## src/rtl/rx_frame_release_ctrl.sv

```systemverilog
// Per-frame release scheduler: buffers one payload frame and forwards
// it to UART TX only after a passing CRC verdict, else drops it.
module rx_frame_release_ctrl #(
  parameter int PYLD_BYTES  = 16,
  parameter int CRC_TIMEOUT = 4096
) (
  input  logic        i_clk,
  input  logic        i_rst_n,
  input  logic [7:0]  i_pyld_data,
  input  logic        i_pyld_data_valid,
  output logic        o_pyld_ready,
  input  logic        i_crc_err,
  input  logic        i_crc_err_valid,
  output logic [7:0]  o_tx_data,
  output logic        o_tx_valid,
  input  logic        i_tx_ready,
  output logic        o_ack_req,
  output logic        o_nack_req,
  output logic [15:0] o_good_frames,
  output logic [15:0] o_bad_frames,
  output logic [7:0]  o_ovf_cnt,
  output logic        o_proto_err
);

  localparam int PW = $clog2(PYLD_BYTES + 1);
  localparam int AW = $clog2(PYLD_BYTES);
  localparam int TW = $clog2(CRC_TIMEOUT);
  localparam logic [PW-1:0] FULL  = PW'(PYLD_BYTES);
  localparam logic [PW-1:0] ONE   = PW'(1);
  localparam logic [TW-1:0] TLAST = TW'(CRC_TIMEOUT - 1);

  typedef enum logic [1:0] {
    S_COLLECT,
    S_WAIT_CRC,
    S_RELEASE
  } state_t;

  state_t state, state_nxt;

  logic [7:0]    mem [PYLD_BYTES];
  logic [PW-1:0] wr_ptr, rd_ptr, len, wr_cnt;
  logic [TW-1:0] timer;
  logic          wr_en, rd_en, clr_ptrs, len_ld, tmr_clr;
  logic          ack_nxt, nack_nxt, proto_set, ovf_inc;
  logic          tx_valid;

  assign tx_valid     = (state == S_RELEASE) && (rd_ptr < len);
  assign o_tx_valid   = tx_valid;
  assign o_tx_data    = mem[rd_ptr[AW-1:0]];
  assign o_pyld_ready = (state == S_COLLECT);

  always_ff @(posedge i_clk) begin
    if (!i_rst_n) state <= S_COLLECT;
    else          state <= state_nxt;
  end

  always_comb begin
    state_nxt = state;
    wr_en     = 1'b0;
    rd_en     = 1'b0;
    clr_ptrs  = 1'b0;
    len_ld    = 1'b0;
    tmr_clr   = 1'b0;
    ack_nxt   = 1'b0;
    nack_nxt  = 1'b0;
    proto_set = 1'b0;
    wr_cnt    = wr_ptr;
    ovf_inc   = i_pyld_data_valid && (state != S_COLLECT);
    unique case (state)
      S_COLLECT: begin
        wr_en  = i_pyld_data_valid;
        wr_cnt = wr_ptr + PW'(i_pyld_data_valid);
        // a verdict here closes a short frame, same-cycle byte included
        if (i_crc_err_valid) begin
          if (i_crc_err) begin
            nack_nxt = 1'b1;
            clr_ptrs = 1'b1;
          end else begin
            ack_nxt = 1'b1;
            if (wr_cnt == '0) begin
              clr_ptrs = 1'b1;
            end else begin
              len_ld    = 1'b1;
              state_nxt = S_RELEASE;
            end
          end
        end else if (wr_cnt == FULL) begin
          tmr_clr   = 1'b1;
          state_nxt = S_WAIT_CRC;
        end
      end
      S_WAIT_CRC: begin
        if (i_crc_err_valid && !i_crc_err) begin
          ack_nxt   = 1'b1;
          len_ld    = 1'b1;
          state_nxt = S_RELEASE;
        end else if (i_crc_err_valid || timer == TLAST) begin
          nack_nxt  = 1'b1;
          clr_ptrs  = 1'b1;
          state_nxt = S_COLLECT;
        end
      end
      S_RELEASE: begin
        proto_set = i_crc_err_valid;
        rd_en     = tx_valid && i_tx_ready;
        if (rd_en && (rd_ptr + ONE == len)) begin
          clr_ptrs  = 1'b1;
          state_nxt = S_COLLECT;
        end
      end
      default: state_nxt = S_COLLECT;
    endcase
  end

  always_ff @(posedge i_clk) begin
    if (!i_rst_n) begin
      wr_ptr        <= '0;
      rd_ptr        <= '0;
      len           <= '0;
      timer         <= '0;
      o_ack_req     <= 1'b0;
      o_nack_req    <= 1'b0;
      o_good_frames <= '0;
      o_bad_frames  <= '0;
      o_ovf_cnt     <= '0;
      o_proto_err   <= 1'b0;
    end else begin
      if (clr_ptrs) begin
        wr_ptr <= '0;
        rd_ptr <= '0;
      end else begin
        if (wr_en) wr_ptr <= wr_cnt;
        if (rd_en) rd_ptr <= rd_ptr + ONE;
      end
      if (len_ld) len <= wr_cnt;
      if (tmr_clr)                  timer <= '0;
      else if (state == S_WAIT_CRC) timer <= timer + TW'(1);
      o_ack_req     <= ack_nxt;
      o_nack_req    <= nack_nxt;
      o_good_frames <= o_good_frames + 16'(ack_nxt);
      o_bad_frames  <= o_bad_frames + 16'(nack_nxt);
      if (ovf_inc && o_ovf_cnt != 8'hFF)
        o_ovf_cnt <= o_ovf_cnt + 8'd1;
      if (proto_set) o_proto_err <= 1'b1;
    end
  end

  always_ff @(posedge i_clk) begin
    if (wr_en) mem[wr_ptr[AW-1:0]] <= i_pyld_data;
  end

endmodule

```

## config.mk

```make
export PLATFORM = sky130hd
export DESIGN_NAME = rx_frame_release_ctrl
export DESIGN_NICKNAME = d
export VERILOG_FILES = /design/src/rtl/rx_frame_release_ctrl.sv
export SDC_FILE = /design/constraint.sdc
export NUM_CORES = 1
export LEC_CHECK = 0
export CORE_MARGIN = 10
export CORE_UTILIZATION = 45
export DETAILED_ROUTE_END_ITERATION = 16
export PLACE_DENSITY = 0.63
export REMOVE_ABC_BUFFERS = 1
export SYNTH_ARGS = -nofsm -noshare
export SYNTH_HDL_FRONTEND = slang
export SYNTH_SLANG_ARGS = --single-unit
```

## constraint.sdc

```tcl
create_clock -name i_clk -period 4 [get_ports i_clk]
set_input_delay 1 -clock i_clk [delete_from_list [all_inputs] [get_ports i_clk]]
set_output_delay 1 -clock i_clk [all_outputs]
set_load 0.02 [all_outputs]
```

Word-level counts from Yosys, hierarchy flattened --
Memory sizes are Yosys's and may differ from the RTL's. A register that Yosys moved wholly into a read port is not among the register bits. Cells that the tools add are included.
Word-level totals: output and inout bits 53, bits of input ports 14, flip-flop bits (word level) 72, memories 1, word-level logic and storage cells 82, memory bits (writable) 128
Operators by class: bitwise gates (word level) 1, reductions and logical operators 14, $lt $le $gt $ge 1, equal/unequal tests 11, multiplexer cells 37, add/subtract/negate cells 6
Memories:
- mem | depth 16, width 8, read ports 1, clocked after Yosys merged registers in 1, wr ports 1, RTL line 40 | logic [7:0] mem [PYLD_BYTES];
Operator list (count):
- $add 16x1->16 | 2
- $mux 1 | 22
- $mux 2 | 7
- $add 12x1->12 const B | 1
- $eq 12x12->1 const B | 1
- $ne 3x3->1 const B | 3
- $add 8x1->8 const B | 1
- $mux 4 | 2
- $ne 8x8->1 const B | 1
- $logic_and 1x1->1 | 6
- $pmux 1 s2 | 3
- $pmux 2 s3 | 1
- $add 5x1->5 | 1
- $add 5x1->5 const B | 1
- $eq 5x5->1 | 1
- $eq 5x5->1 const B | 1
- $logic_not 5->1 | 1
- $lt 5x5->1 | 1
- $mux 5 | 1
- $reduce_and 5->1 | 1
- $reduce_or 2->1 | 2
- $ne 3x1->1 const B | 1
- $pmux 1 s3 | 1
- $eq 2x1->1 const B | 1
- other kinds (7) | 7

Depth between registers and ports, before layout --
depth after elaboration 8, depth in mapped cells 11, gate-level depth less buffers 11

Worst setup path after synthesis --
OpenSTA, ideal clock, no wires.
path type reg2out, start register (tool-made name), end output o_tx_data[0], setup slack 1368 ps, stages on the path, launching flop included 5, buffers on the path 2, required time 3000 ps, arrival 1632 ps, cell sequence dfxtp_1 buf_6 buf_8 mux4_1 mux4_2
RTL lines:
- end, declared | RTL line 14 | output logic [7:0] o_tx_data,

==> impl_summary.md <==
Routing
The number of vias after detailed routing is 5095. The post-detailed-route via-to-cell ratio is 5.28. The length of the first detailed-routing pass in iterations is 4.

The average routed wire per standard cell is 18.2 µm. The number of routed nets with antenna violations is 0. The detailed-route DRC error count is 0. The routed design has 17.5 mm of wire. The first routing iteration left 213 violations.

Timing
Static timing analysis puts the maximum clock frequency at about 0.27 GHz. Subtracting the final worst setup slack from the clock period gives 3.75 ns. The total count of max-transition violations in the final report is 0.

Adding up every negative setup slack in the final design gives 0 ns. The total setup violations reported at the end of the flow is 0. The worst-margin pin slew is approximately 0.7 ns.

Of the available clock period, the critical path in the final layout requires 93.6%. For the final database, setup skew stands at around 0.014 ns. In this run the tightest slew margin relative to its limit is 54.2%. Setup repair after global routing left no endpoint under its margin. The number of hold-slack violations in the final timing report is 0.

Clock network
The longest clock path from root to sink contains 3 buffers. TritonCTS built the clock tree. Post-CTS repair changed the size of 0 cells.

For this design, the CTS-stage hold fixing added 0 buffers. After clock tree synthesis, the clock-pin slew on the worst setup and hold paths is 0.06 ns. The cell at the root of the clock tree is sky130_fd_sc_hd__clkbuf_16.

In this run the number of H-tree levels came out at 1. The clock insertion delay at the later pin of the skew report is 0.50 ns. Buffers added to address setup during post-CTS repair amount to 0. The clock drives 204 sinks.

The CTS buffer count is 22.

Final layout
The most common library cell in the layout ignoring fill and taps is sky130_fd_sc_hd__edfxtp_1. Summing all flip-flop and latch instances after layout gives 5370 µm². Summing all multi-input logic gate instances after layout gives 3150 µm².

The post-route standard cell area excluding fillers is between 10000 and 15000 µm². The count of fill cells added during filler insertion is 1541. The antenna diode count is 0. The area growth from synthesis to layout is 19.8%. The layout net count is about 720. Leaving out fill and tap cells, the most frequent cells in the layout are sky130_fd_sc_hd__edfxtp_1, sky130_fd_sc_hd__dfxtp_1, sky130_fd_sc_hd__clkdlybuf4s50_1, sky130_fd_sc_hd__nor2_1, sky130_fd_sc_hd__nand2_1.

The post-route netlist has 11.1% of its cells at a drive strength greater than 1.

Die
The effective utilization at floorplan is 46.1%. The die covers approximately 25000 µm². The die is 159 µm tall. Pin placement for this block handled 67 I/O pins.

The core area is 18900 µm². The die is 159 µm wide. The number of placement rows is 50.

Hold path
The critical hold path startpoint is o_good_frames[6]. The depth of the worst hold-timing path is 2. The endpoint of the worst hold path is o_good_frames[6]. The type of the worst min-delay path is reg2reg.

Logic synthesis
The synthesized design contains 128 enable-type register cells. The share of synthesized registers carrying an async set or reset is 0%. The post-synthesis sequential element count is 204. Counting distinct cell types in the post-synthesis netlist gives 58. The gate count of the mapped netlist is 602. A synthesized cell averages between 10 and 15 µm². In the synthesized netlist the dominant register cell turns out to be sky130_fd_sc_hd__edfxtp_1.

After synthesis the cells add up to between 8000 and 9000 µm². The portion of synthesized area spent on multiplexers is 11.7%. After synthesis, flip-flops and latches occupy 61.6% of the total area. The combinational family with the most area after synthesis is simple AND/OR/NAND/NOR gates.

The yosys synthesis warning count is 0. The synthesized netlist devotes 2.01% of its cell area to adder and majority cells. The post-synthesis xor/xnor area fraction is 5.39%. The post-synthesis compound-gate area fraction is under 10%. Of the total synthesized cell area, the portion taken by AND, OR, NAND and NOR gates is 12.7%.

Critical path
The kind of critical path is reg2out. The category of the worst setup path capture point is an output port. The critical path launch point type is a register.

The maximum net fanout on the critical path is 32. The endpoint required time on the critical path is 3.00 ns. Counting cells, the worst reg-to-reg path comes to 11. The startpoint of the worst register-to-register path is timer[0].

The data arrival time of the critical path is 2.75 ns. Setup slack on the worst reg-to-reg path comes out at 1.25 ns. The capture point of the worst reg-to-reg path is o_bad_frames[10].

Placed design
The sum of net half-perimeters after detailed placement is 11.4 mm. The placed instances occupy a cell area of about 10000 µm². Port buffering added 66 buffers. The congestion estimate from routability-driven global placement came to 0.807.

Pwr
VDD sags by at most about 0.42 mV. The power density normalized to cell area is 420 nW/µm². For this design the static power due to leakage is 3.58 nW.

Flow run
The max-capacitance violation count is 0.

GRT
Entering global routing, the biggest net connects 44 pins. The global-route total usage across every layer is between 10 and 15%. The number of global-route vias before repair came to 5291. The initial antenna violation count was 0. After global routing the overflow that remains totals 0. The first-pass GRT wire length is ~28 mm.

Status
The flow ran to the end, and the final reports show no timing, DRC or antenna violations.
[metal layers]
layer | track usage [%] | up-vias | wire (µm)
met5 | 0 | - | 0
met4 | 2.86 | 0 | 264
met3 | 3.69 | 22 | 1080
met2 | 22.4 | 108 | 8460
met1 | 17.0 | 2509 | 7730
li1 | - | 2456 | -
[cells in the mapped netlist (7+ instances only)]
cell	number	area [µm²]
sky130_fd_sc_hd__nor2_1	41	154
sky130_fd_sc_hd__ha_1	14	175
sky130_fd_sc_hd__inv_1	11	41.3
sky130_fd_sc_hd__xnor2_1	29	254
sky130_fd_sc_hd__o21ai_0	8	40.0
sky130_fd_sc_hd__edfxtp_1	128	3840
sky130_fd_sc_hd__nand3_1	31	155
sky130_fd_sc_hd__and2_1	34	213
sky130_fd_sc_hd__mux4_2	16	360
sky130_fd_sc_hd__clkbuf_1	10	37.5
sky130_fd_sc_hd__nor3_1	9	45.0
sky130_fd_sc_hd__xor2_1	22	193
sky130_fd_sc_hd__dfxtp_1	76	1520
sky130_fd_sc_hd__mux4_1	24	631
sky130_fd_sc_hd__nand2_1	36	135
sky130_fd_sc_hd__or3_1	8	50.1
sky130_fd_sc_hd__nor2b_1	7	43.8
sky130_fd_sc_hd__nand4_1	15	93.8
[state kept, by name, indices dropped and copies added (netlist names), 2 cells and up, named ones only]
register / count
len: 5
o_good_frames: 16
o_bad_frames: 16
timer: 12
mem: 128
rd_ptr: 5
state: 2
wr_ptr: 5
o_ovf_cnt: 8
[cells by family (layout without fill, tap and decap cells)]
group	Yosys count	after routing
buf+inv	35	138
fa+ha+maj	14	14
compound gates	45	45
flops	204	204
mux	43	43
xor+xnor	52	52
simple gates	209	209
[worst max-delay path: stages, from the launching register on]
cell                              delay, ns
sky130_fd_sc_hd__dfxtp_2               0.33
sky130_fd_sc_hd__buf_12                0.25
sky130_fd_sc_hd__mux4_1                0.63
sky130_fd_sc_hd__mux4_2                0.49
sky130_fd_sc_hd__clkdlybuf4s50_1       0.55
[cell type report]
class | count | share of cell area, %
multi-input combinational | 363 | 30.2
inverter | 11 | 0.396
clock inverter | 11 | 1.04
sequential | 204 | 51.5
tap | 260 | 3.12
clock buffer | 28 | 5.70
timing repair buffer | 88 | 8.04
[report_power, final]
| part | internal (mW) | switching [mW] |
|---|---|---|
| combinational | 0.0697 | 0.0914 |
| clock | 1.18 | 0.776 |
| sequential | 2.25 | 0.0106 |
| total | 3.50 | 0.878 |
[metrics by stage]
stage / utilization (%) / worst slack [ns] / hold WS, ns / std cells / power, mW
finish: 55.2 / 0.254 / 0.513 / 965 / 4.38
global route: 55.2 / 0.184 / 0.545 / 965 / 4.53
CTS: 55.2 / 0.230 / 0.515 / 965 / 4.43
floorplan: - / 0.611 / 0.476 / 578 / 2.38
global placement: 51.4 / 0.626 / 0.493 / 926 / 2.46
detailed placement: 51.4 / 0.560 / 0.504 / 926 / 2.47
[how the worst max path moves through the flow]
stage	to	slack, ns	cells after the start
after floorplan	o_tx_data[0]	0.61	2
after global placement	register	0.63	8
after detailed placement	register	0.56	8
after CTS	o_tx_data[6]	0.23	4
after global routing	o_tx_data[6]	0.18	4
final	o_tx_data[7]	0.25	4
(Power assumes the default switching activity.)
